File: config.mk
export PLATFORM = sky130hd
export DESIGN_NAME = da_spi_sched_flat
export DESIGN_NICKNAME = d
export VERILOG_FILES = /design/src/rtl/da_spi_pkg.sv /design/src/rtl/da_spi_sched_if.sv /design/src/rtl/da_spi_init_rom.sv /design/src/rtl/da_spi_sched.sv /design/src/flat_wrapper.sv
export SDC_FILE = /design/constraint.sdc
export NUM_CORES = 1
export LEC_CHECK = 0
export BUFFER_PORTS_ARGS = -buffer_cell sky130_fd_sc_hd__buf_4
export CORE_MARGIN = 2
export CORE_UTILIZATION = 48
export DETAILED_ROUTE_END_ITERATION = 12
export GPL_TIMING_DRIVEN = 0
export PLACE_DENSITY = 0.81
export RECOVER_POWER = 50
export SETUP_SLACK_MARGIN = 0.2
export SLEW_MARGIN = 20
export SYNTH_ARGS = -nofsm -noshare
export SYNTH_HDL_FRONTEND = slang
export SYNTH_SLANG_ARGS = --single-unit
File: constraint.sdc
create_clock -name GCLK -period 2.6 [get_ports GCLK]
set_input_delay 0.13 -clock GCLK [delete_from_list [all_inputs] [get_ports GCLK]]
set_output_delay 0.13 -clock GCLK [all_outputs]
set_load 0.01 [all_outputs]
File: src/rtl/da_spi_pkg.sv
// Shared types, lengths and the fixed AD9788 init table for the DAC SPI scheduler.
package da_spi_pkg;

   localparam int DATA_W   = 40;
   localparam int LEN_W    = 6;
   localparam int INIT_LEN = 9;

   typedef enum logic [2:0] {
      S_WAIT_LOCK,
      S_INIT_ISSUE,
      S_INIT_WAIT,
      S_GAP,
      S_READY,
      S_HOST_ISSUE,
      S_HOST_WAIT
   } state_t;

   localparam logic [LEN_W-1:0] LEN_16 = 6'd16;
   localparam logic [LEN_W-1:0] LEN_24 = 6'd24;
   localparam logic [LEN_W-1:0] LEN_32 = 6'd32;
   localparam logic [LEN_W-1:0] LEN_40 = 6'd40;

   // Entry 0 is the soft reset; 0x89/0x8A are readback instructions.
   localparam logic [DATA_W-1:0] INIT_DATA [INIT_LEN] = '{
      40'h00_0000_0012, 40'h00_0000_0006, 40'h00_0001_0180,
      40'h00_0002_000C, 40'h03_8000_0400, 40'h00_046F_B3FF,
      40'h0A_8000_0000, 40'h00_0089_0000, 40'h8A_0000_0000
   };

   localparam logic [LEN_W-1:0] INIT_BITS [INIT_LEN] = '{
      LEN_16, LEN_16, LEN_24, LEN_24, LEN_40, LEN_32, LEN_40, LEN_24, LEN_40
   };

   function automatic logic len_legal(input logic [LEN_W-1:0] len);
      return (len == LEN_16) || (len == LEN_24) || (len == LEN_32) || (len == LEN_40);
   endfunction

endpackage

File: src/rtl/da_spi_sched_if.sv
// Host request and SPI shifter command handshakes; master is the scheduler side.
interface da_spi_sched_if;
   import da_spi_pkg::*;

   logic              host_req_valid;
   logic              host_req_ready;
   logic [DATA_W-1:0] host_req_data;
   logic [LEN_W-1:0]  host_req_len;

   logic              spi_cmd_valid;
   logic              spi_cmd_ready;
   logic [DATA_W-1:0] spi_cmd_data;
   logic [LEN_W-1:0]  spi_cmd_len;
   logic              spi_cmd_done;

   modport master (
      input  host_req_valid, host_req_data, host_req_len, spi_cmd_ready, spi_cmd_done,
      output host_req_ready, spi_cmd_valid, spi_cmd_data, spi_cmd_len
   );

   modport slave (
      output host_req_valid, host_req_data, host_req_len, spi_cmd_ready, spi_cmd_done,
      input  host_req_ready, spi_cmd_valid, spi_cmd_data, spi_cmd_len
   );

endinterface

File: src/rtl/da_spi_init_rom.sv
// Combinational init-table lookup; indices past the table return 0 / 16 bits.
module da_spi_init_rom
   import da_spi_pkg::*;
(
   input  logic [3:0]        idx,
   output logic [DATA_W-1:0] data,
   output logic [LEN_W-1:0]  len
);

   always_comb begin
      data = '0;
      len  = LEN_16;
      if (idx < 4'(INIT_LEN)) begin
         data = INIT_DATA[idx];
         len  = INIT_BITS[idx];
      end
   end

endmodule

File: src/rtl/da_spi_sched.sv
// Replays the AD9788 init table after clock lock, then arbitrates host writes onto the SPI shifter.
// Host port compiled in only when DA_SPI_HOST_EN is defined.
module da_spi_sched
   import da_spi_pkg::*;
#(
   parameter int GAP_CYCLES = 4,
   parameter int RST_WAIT   = 64,
   parameter int TIMEOUT    = 255
) (
   input  logic           GCLK,
   input  logic           reset_n,
   input  logic           CLM_LOCK,
   input  logic           soft_start,
   da_spi_sched_if.master bus,
   output logic           DA_READY,
   output logic [3:0]     init_idx,
   output logic           busy,
   output logic           err_len,
   output logic           err_timeout
);

   localparam int MAX_A   = (TIMEOUT > RST_WAIT) ? TIMEOUT : RST_WAIT;
   localparam int CNT_MAX = (MAX_A > GAP_CYCLES) ? MAX_A : GAP_CYCLES;
   localparam int CW      = $clog2(CNT_MAX + 1);

   state_t            state;
   logic [CW-1:0]     cnt;
   logic [CW-1:0]     gap_last;
   logic [3:0]        rom_idx;
   logic [DATA_W-1:0] rom_data;
   logic [LEN_W-1:0]  rom_len;

   // The next table entry is looked up ahead so ISSUE starts with data already registered.
   assign rom_idx  = (state == S_GAP) ? init_idx + 4'd1 : 4'd0;
   assign gap_last = (!DA_READY && init_idx == 4'd0) ? CW'(RST_WAIT - 1) : CW'(GAP_CYCLES - 1);

   da_spi_init_rom u_rom (
      .idx  (rom_idx),
      .data (rom_data),
      .len  (rom_len)
   );

`ifdef DA_SPI_HOST_EN
   logic host_take;
   assign host_take          = (state == S_READY) && bus.host_req_valid && CLM_LOCK && !soft_start;
   assign bus.host_req_ready = host_take;
   assign err_len            = host_take && !len_legal(bus.host_req_len);
`else
   assign bus.host_req_ready = 1'b0;
   assign err_len            = 1'b0;
`endif

   always_ff @(posedge GCLK or negedge reset_n) begin
      if (!reset_n) begin
         state             <= S_WAIT_LOCK;
         cnt               <= '0;
         init_idx          <= '0;
         DA_READY          <= 1'b0;
         busy              <= 1'b0;
         err_timeout       <= 1'b0;
         bus.spi_cmd_valid <= 1'b0;
         bus.spi_cmd_data  <= '0;
         bus.spi_cmd_len   <= '0;
      end else if (!CLM_LOCK || soft_start) begin
         // Abort from any state; a done arriving afterwards lands in WAIT_LOCK and is ignored.
         state             <= S_WAIT_LOCK;
         cnt               <= '0;
         init_idx          <= '0;
         DA_READY          <= 1'b0;
         busy              <= 1'b0;
         bus.spi_cmd_valid <= 1'b0;
         if (soft_start) begin
            err_timeout <= 1'b0;
         end
      end else begin
         case (state)
            S_WAIT_LOCK: begin
               state             <= S_INIT_ISSUE;
               init_idx          <= '0;
               busy              <= 1'b1;
               bus.spi_cmd_valid <= 1'b1;
               bus.spi_cmd_data  <= rom_data;
               bus.spi_cmd_len   <= rom_len;
            end
            S_INIT_ISSUE, S_HOST_ISSUE: begin
               if (bus.spi_cmd_ready) begin
                  bus.spi_cmd_valid <= 1'b0;
                  cnt               <= '0;
                  state             <= (state == S_INIT_ISSUE) ? S_INIT_WAIT : S_HOST_WAIT;
               end
            end
            S_INIT_WAIT, S_HOST_WAIT: begin
               if (bus.spi_cmd_done) begin
                  state <= S_GAP;
                  cnt   <= '0;
               end else if (cnt == CW'(TIMEOUT - 1)) begin
                  err_timeout <= 1'b1;
                  state       <= S_WAIT_LOCK;
                  init_idx    <= '0;
                  DA_READY    <= 1'b0;
                  busy        <= 1'b0;
               end else begin
                  cnt <= cnt + CW'(1);
               end
            end
            S_GAP: begin
               if (cnt == gap_last) begin
                  cnt <= '0;
                  if (DA_READY) begin
                     state <= S_READY;
                     busy  <= 1'b0;
                  end else if (init_idx == 4'(INIT_LEN - 1)) begin
                     init_idx <= init_idx + 4'd1;
                     DA_READY <= 1'b1;
                     state    <= S_READY;
                     busy     <= 1'b0;
                  end else begin
                     init_idx          <= init_idx + 4'd1;
                     state             <= S_INIT_ISSUE;
                     bus.spi_cmd_valid <= 1'b1;
                     bus.spi_cmd_data  <= rom_data;
                     bus.spi_cmd_len   <= rom_len;
                  end
               end else begin
                  cnt <= cnt + CW'(1);
               end
            end
            S_READY: begin
`ifdef DA_SPI_HOST_EN
               if (host_take && len_legal(bus.host_req_len)) begin
                  state             <= S_HOST_ISSUE;
                  busy              <= 1'b1;
                  bus.spi_cmd_valid <= 1'b1;
                  bus.spi_cmd_data  <= bus.host_req_data;
                  bus.spi_cmd_len   <= bus.host_req_len;
               end
`endif
            end
            default: state <= S_WAIT_LOCK;
         endcase
      end
   end

endmodule

File: src/flat_wrapper.sv
// flat-port wrapper written by rule: the top's interface ports become plain ports
module da_spi_sched_flat import da_spi_pkg::*;
#(
   parameter int GAP_CYCLES = 4,
   parameter int RST_WAIT   = 64,
   parameter int TIMEOUT    = 255
)
  (GCLK, reset_n, CLM_LOCK, soft_start, DA_READY, init_idx, busy, err_len, err_timeout, bus_host_req_valid, bus_host_req_data, bus_host_req_len, bus_spi_cmd_ready, bus_spi_cmd_done, bus_host_req_ready, bus_spi_cmd_valid, bus_spi_cmd_data, bus_spi_cmd_len);
  da_spi_sched_if bus_i ();
  input  logic GCLK;
  input  logic reset_n;
  input  logic CLM_LOCK;
  input  logic soft_start;
  output logic DA_READY;
  output logic [3:0] init_idx;
  output logic busy;
  output logic err_len;
  output logic err_timeout;
  input wire logic [$bits(bus_i.host_req_valid)-1:0] bus_host_req_valid;
  input wire logic [$bits(bus_i.host_req_data)-1:0] bus_host_req_data;
  input wire logic [$bits(bus_i.host_req_len)-1:0] bus_host_req_len;
  input wire logic [$bits(bus_i.spi_cmd_ready)-1:0] bus_spi_cmd_ready;
  input wire logic [$bits(bus_i.spi_cmd_done)-1:0] bus_spi_cmd_done;
  output wire logic [$bits(bus_i.host_req_ready)-1:0] bus_host_req_ready;
  output wire logic [$bits(bus_i.spi_cmd_valid)-1:0] bus_spi_cmd_valid;
  output wire logic [$bits(bus_i.spi_cmd_data)-1:0] bus_spi_cmd_data;
  output wire logic [$bits(bus_i.spi_cmd_len)-1:0] bus_spi_cmd_len;
  assign bus_i.host_req_valid = bus_host_req_valid;
  assign bus_i.host_req_data = bus_host_req_data;
  assign bus_i.host_req_len = bus_host_req_len;
  assign bus_i.spi_cmd_ready = bus_spi_cmd_ready;
  assign bus_i.spi_cmd_done = bus_spi_cmd_done;
  assign bus_host_req_ready = bus_i.host_req_ready;
  assign bus_spi_cmd_valid = bus_i.spi_cmd_valid;
  assign bus_spi_cmd_data = bus_i.spi_cmd_data;
  assign bus_spi_cmd_len = bus_i.spi_cmd_len;
  da_spi_sched #(.GAP_CYCLES(GAP_CYCLES), .RST_WAIT(RST_WAIT), .TIMEOUT(TIMEOUT)) u_core (.GCLK(GCLK), .reset_n(reset_n), .CLM_LOCK(CLM_LOCK), .soft_start(soft_start), .bus(bus_i), .DA_READY(DA_READY), .init_idx(init_idx), .busy(busy), .err_len(err_len), .err_timeout(err_timeout));
endmodule
==> results.cfg, run 1 <==
[cts]
cts_buffers = 5
cts_buffer_depth = 2
h-tree-depth = 2
cts_root_buffer = clkbuf_8
worst_skew_pair.late_latency_ps = 290
cts.clk_slew.worst_paths_ps = 80
cts.sinks = 36
cts_tree = done

[place]
pre_cts_ws_ps = -90.2
dp_hpwl_mm = 4.16
routabilityCongestion = 0.919
port_buffers = 43

[grt]
grt-busiest-layer = met2
globalRouteMet2Util = 0.322
grt_max_degree = 37
grt_overflow_total = 0
antenna_found_initial = 0
track_usage = 0.194
grt_pass1_vias = 2054
grt_pass1_wl_mm = 9.38
met3_usage = 0.0427
use_met1 = 0.246

[layout]
final_util = 0.602
area_delta_synth_final_pct = 21.5
final_common_cell = buf_4
layout_common_cells = 58 x buf_4, 36 x dfrtp_1, 34 x nand2_1
drive_gt1_frac = 0.243
n_antenna_cell = 0
nets = 418

[sta]
holdWs_ps = 49.1
final_hold_viol_count = 0
rsz0062_at_grt = no
period_share = 0.890
max_freq_ghz = 0.432
relSlewSlack = -0.292
slew_violations = 37
layout_min_cycle_time_ps = 2310
skew_ps = 12.7
fin_ws_ps = 287
setup_tns_ps = 0
finalSetupViolations = 0
tightest_slew_ps = 1940

[run]
cap_viol_max_count = 1

[worst_setup_path]
cp.required_ps = 2780
crit_fanout = 10
crit_type = reg -> reg
cp-start-kind = flop
r2r_cells = 8
end_kind = flop
arrival_ps = 2500

[die]
initial_core_util = 0.495
fp.coreArea_um2 = 5110
die_x_um = 76.6
die_h_um = 76.6
ios = 109
row_count = 26
die-area_um2 = 5860

[power_and_ir_drop]
p_per_area_nw_per_um2 = 380
clock_power_share = 0.351
pwr-share-comb = 0.147
ir_worst_vdd_mv = 0.205
leakage_nw = 1.41
p_sw_uw = 310
swShare = 0.265
pwr-share-seq = 0.502
intPower_uw = 858

[hold_path]
holdPathStages = 2
hold_class = in -> reg

[routing]
ant_nets = 0
drc = 0
vias = 2296
via_per_inst = 5.31
wire_per_inst_um = 13.3
routed_wl_mm = 5.77
drt_iter0_markers = 180
drtPass1Iterations = 5

[synthesis]
yosysTopAreaCell = dfrtp_1
syn_area_um2 = 2530
synth_ff_type = dfrtp_1
synth_top_area_frac = 0.356
synth_area_leaders = dfrtp_1 36%, buf_4 9.2%, nand2_1 5.0%
syn_area_per_cell_um2 = 8.69
ys_seq_area_frac = 0.356
synth_cell_types = 60
synth_edf_count = 0
async_reset_ff_frac = 1.00
ys_seq_elements = 36
syn_inst = 291
yosysWarningCount = 0

[outcome]
status = finished with violations
violations = max-capacitance violations, max-slew violations
## critical path, cell delays in order (launching register included)
cell and delay (ps):
dfrtp_1 430, buf_4 190, inv_1 60, ha_1 170, nor4b_4 250, mux2_4 390
a21oi_4 200, a211o_1 180, mux2_2 340
## per-layer routing
metal | up-vias | wire length (um)
li1 | 1141 | -
met1 | 1049 | 2490
met2 | 94 | 2770
met3 | 12 | 414
met4 | 0 | 92
met5 | - | 0
## power by group through the flow
stage	clock network (mW)	logic [mW]	registers, mW
floorplan	0	0.117	0.600
global placement	0	0.175	0.596
detailed placement	0	0.177	0.597
finish	0.411	0.172	0.586
CTS	0.418	0.179	0.586
global route	0.441	0.189	0.587
## state kept, by name (all words and copies together), names as in the netlist
register / flops
u_core.cnt: 8
u_core.state: 3
u_core.busy: 1
u_core.init_idx: 4
u_core.bus.spi_cmd_len: 3
u_core.err_timeout: 1
u_core.bus.spi_cmd_valid: 1
u_core.bus.spi_cmd_data: 14
u_core.DA_READY: 1
## final cells by class
class	instances	area, um^2
flip-flops and latches	36	901
repair buffers	46	273
plain buffers	45	305
well taps	70	87.6
fillers	472	2030
clock buffers	8	90.1
multi-input cells	216	1380
inverters	11	41.3
## what timing repair did
item                       in CTS  in global routing
pin swaps                       0                  2
buffers inserted                0                  2
resized for setup               5                  7
cloned                          0                  0
hold endpoints to repair       36                  0
hold buffers                    1                  0
setup endpoints to repair      29                 20
## synth_stat cells, types with 3 or more instances
| cell | instances |
|---|---|
| nor3_1 | 6 |
| dfrtp_1 | 36 |
| nand4_1 | 4 |
| o21ai_0 | 22 |
| nor2_1 | 17 |
| a31oi_1 | 5 |
| nand2_1 | 34 |
| nor3b_1 | 3 |
| nand2b_1 | 9 |
| buf_4 | 31 |
| a21oi_1 | 12 |
| nand3b_1 | 3 |
| ha_1 | 4 |
| clkbuf_1 | 9 |
| o31ai_1 | 7 |
| inv_1 | 11 |
| a211oi_1 | 3 |
| buf_2 | 3 |
| a21o_1 | 4 |
| o2bb2ai_1 | 3 |
| nor2b_1 | 3 |
| o41ai_1 | 4 |
| nand3_1 | 11 |
## metrics by stage
step                      instance area, um^2  total power, mW  cells
after floorplan                          2590            0.717    308
after global placement                   3000            0.771    421
after detailed placement                 3000            0.774    421
after CTS                                3110             1.18    430
after global routing                     3070             1.22    432
final                                    3070             1.17    432
## final timing paths
check | startpoint | endpoint | slack (ps)
setup reg to reg | u_core.init_idx[1] | u_core.state[0] | 290
hold / removal | soft_start | u_core.err_timeout | 50
max in group asynchronous | reset_n | u_core.bus.spi_cmd_data[16] | 570
hold reg to reg | u_core.bus.spi_cmd_len[5] | u_core.bus.spi_cmd_len[5] | 480
min in group asynchronous | reset_n | u_core.DA_READY | 920
setup / recovery | u_core.init_idx[1] | u_core.state[0] | 290
## logic make-up after synthesis
group / Yosys count / share of synthesized area
muxes: 3 / 0.0143
DFF: 36 / 0.356
and+or+nand+nor: 106 / 0.220
other: 1 / 0.00148
adders and majority gates: 4 / 0.0198
xor gates and xnor gates: 3 / 0.0104
buffers and inverters: 56 / 0.134
AOI/OAI and AO/OA: 82 / 0.244
No activity file was read; power rests on OpenSTA's default activity.
==> inputs of run 2 (changes only) <==
- RECOVER_POWER: 50 -> default
==> run 2 against run 1 <==
Effect of this change: the run now ends clean; register-to-register slack barely moved; final cell count unchanged; global-route usage unchanged; via count grew 0.61%; clock skew is essentially flat; sequential power about the same; largest power group unchanged.
==> results.cfg, run 2 (synthesized netlist as in run 1, its figures left out) <==
[outcome]
status = completed

[power_and_ir_drop]
ir_worst_vdd_mv = 0.205
p_per_area_nw_per_um2 = 374
leakage_nw = 1.50

[layout]
nets = 418
final_common_cell = buf_4
reg.largest.list = u_core.bus.spi_cmd_data (14), u_core.cnt (8), u_core.init_idx (4)
area_delta_synth_final_pct = 24.5
ff_latch_area_um2 = 901
stdcell_count = 432
largest_reg_flops = 14
multiInputGateArea_um2 = 1380
final_util = 0.616
top_register = u_core.bus.spi_cmd_data
layout_common_cells = 78 x buf_4, 36 x dfrtp_1, 34 x nand2_1
n_antenna_cell = 0
fillers = 452
drive_gt1_frac = 0.298

[routing]
routed_wl_mm = 5.74
via_per_inst = 5.35
vias = 2310
wire_per_inst_um = 13.3
drtPass1Iterations = 6
drc = 0
ant_nets = 0
drt_iter0_markers = 156

[worst_setup_path]
arrival_ps = 2500
crit_start = u_core.init_idx[1]
cp-start-kind = flop
crit_family = multiplexers
crit_type = reg -> reg
crit_fanout = 10
critical_path_buf_inv_count = 2
cp.required_ps = 2780
end_kind = flop
worstReg2RegStart = u_core.init_idx[1]
path_cells = buf_4 -> inv_1 -> ha_1 -> nor4b_4 -> mux2_4 -> a21oi_4 -> a211o_1 -> mux2_2
cpPeakStageDelay_ps = 430
crit_slowest_cell = dfrtp_1

[place]
dpl.cell_count = 421
routabilityCongestion = 0.919
dp_hpwl_mm = 4.16
port_buffers = 43

[sta]
relSlewSlack = 0.548
rsz0062_at_grt = no
holdWs_ps = 50.2
period_share = 0.892
skew_ps = 12.8
tightest_slew_ps = 676
slew_violations = 0
final_hold_viol_count = 0
layout_min_cycle_time_ps = 2320
finalSetupViolations = 0
max_freq_ghz = 0.431

[die]
die_x_um = 76.6
fp.coreArea_um2 = 5110
die-area_um2 = 5860
ios = 109
initial_core_util = 0.495
row_count = 26
die_h_um = 76.6

[grt]
grt_max_degree = 37
grt_pass1_wl_mm = 9.38
track_usage = 0.194
antenna_found_initial = 0
grt_overflow_total = 0
grt_pass1_vias = 2054

[run]
cap_viol_max_count = 0

[cts]
worst_skew_pair.late_latency_ps = 290
cts_root_buffer = clkbuf_8
cts_tree = done
cts.sinks = 36
h-tree-depth = 2
cts_buffers = 5
cts_buffer_depth = 2
cts.clk_slew.worst_paths_ps = 80

[hold_path]
hold_class = in -> reg
min-delay-start = soft_start
[run 2: cell count changes in the layout (fill, tap and decap cells not counted), sizes merged]
cell / previous run / this run
buf: 62 / 82
clkbuf: 36 / 16
[run 2: worst paths after layout]
path / end / slack (ps) / cells past startpoint
min reg2reg: u_core.bus.spi_cmd_len[5] / 480 / 1
min in group asynchronous: u_core.DA_READY / 340 / 2
max reg2reg: u_core.state[0] / 280 / 8
min: u_core.err_timeout / 50 / 2
max in group asynchronous: u_core.bus.spi_cmd_data[16] / 1940 / 2
max: u_core.state[0] / 280 / 8
[run 2: cell type report]
| type | count | area share |
|---|---|---|
| Multi-Input combinational cell | 216 | 0.437 |
| Sequential cell | 36 | 0.286 |
| Timing Repair Buffer | 46 | 0.110 |
| Buffer | 45 | 0.0970 |
| Clock buffer | 8 | 0.0286 |
| Tap cell | 70 | 0.0278 |
| Inverter | 11 | 0.0131 |
[run 2: routing by layer]
metal,vias up,GRT usage,routed length [um]
met5,-,0,0
met4,0,0.0800,70
met3,8,0.0427,377
met2,92,0.322,2830
met1,1066,0.246,2460
li1,1144,-,-
[run 2: through the flow]
stage	power, mW	setup WS (ps)	cell area, um^2	setup TNS, ps
after floorplan	0.717	255	2590	0
after global placement	0.771	-88.1	3000	-88.1
after detailed placement	0.774	-90.2	3000	-90.2
after CTS	1.18	207	3110	0
after global routing	1.23	176	3150	0
final	1.18	282	3150	0
[run 2: worst register-to-register path, stage by stage (launching register included)]
cell and delay [ps]:
dfrtp_1 430, buf_4 190, inv_1 60, ha_1 170, nor4b_4 250, mux2_4 390, a21oi_4 200, a211o_1 180
mux2_2 340
[run 2: timing repair]
action | 4_1_cts | 5_1_grt
hold endpoints to repair | 36 | 0
setup buffers | 0 | 2
setup endpoints to repair | 29 | 20
gates resized for setup | 5 | 7
pin swaps | 0 | 2
hold buffers | 1 | 0
[run 2: power breakdown]
part | switching [mW] | internal, mW
sequential | 0.0120 | 0.575
combinational | 0.104 | 0.0772
clock | 0.193 | 0.216
total | 0.309 | 0.868
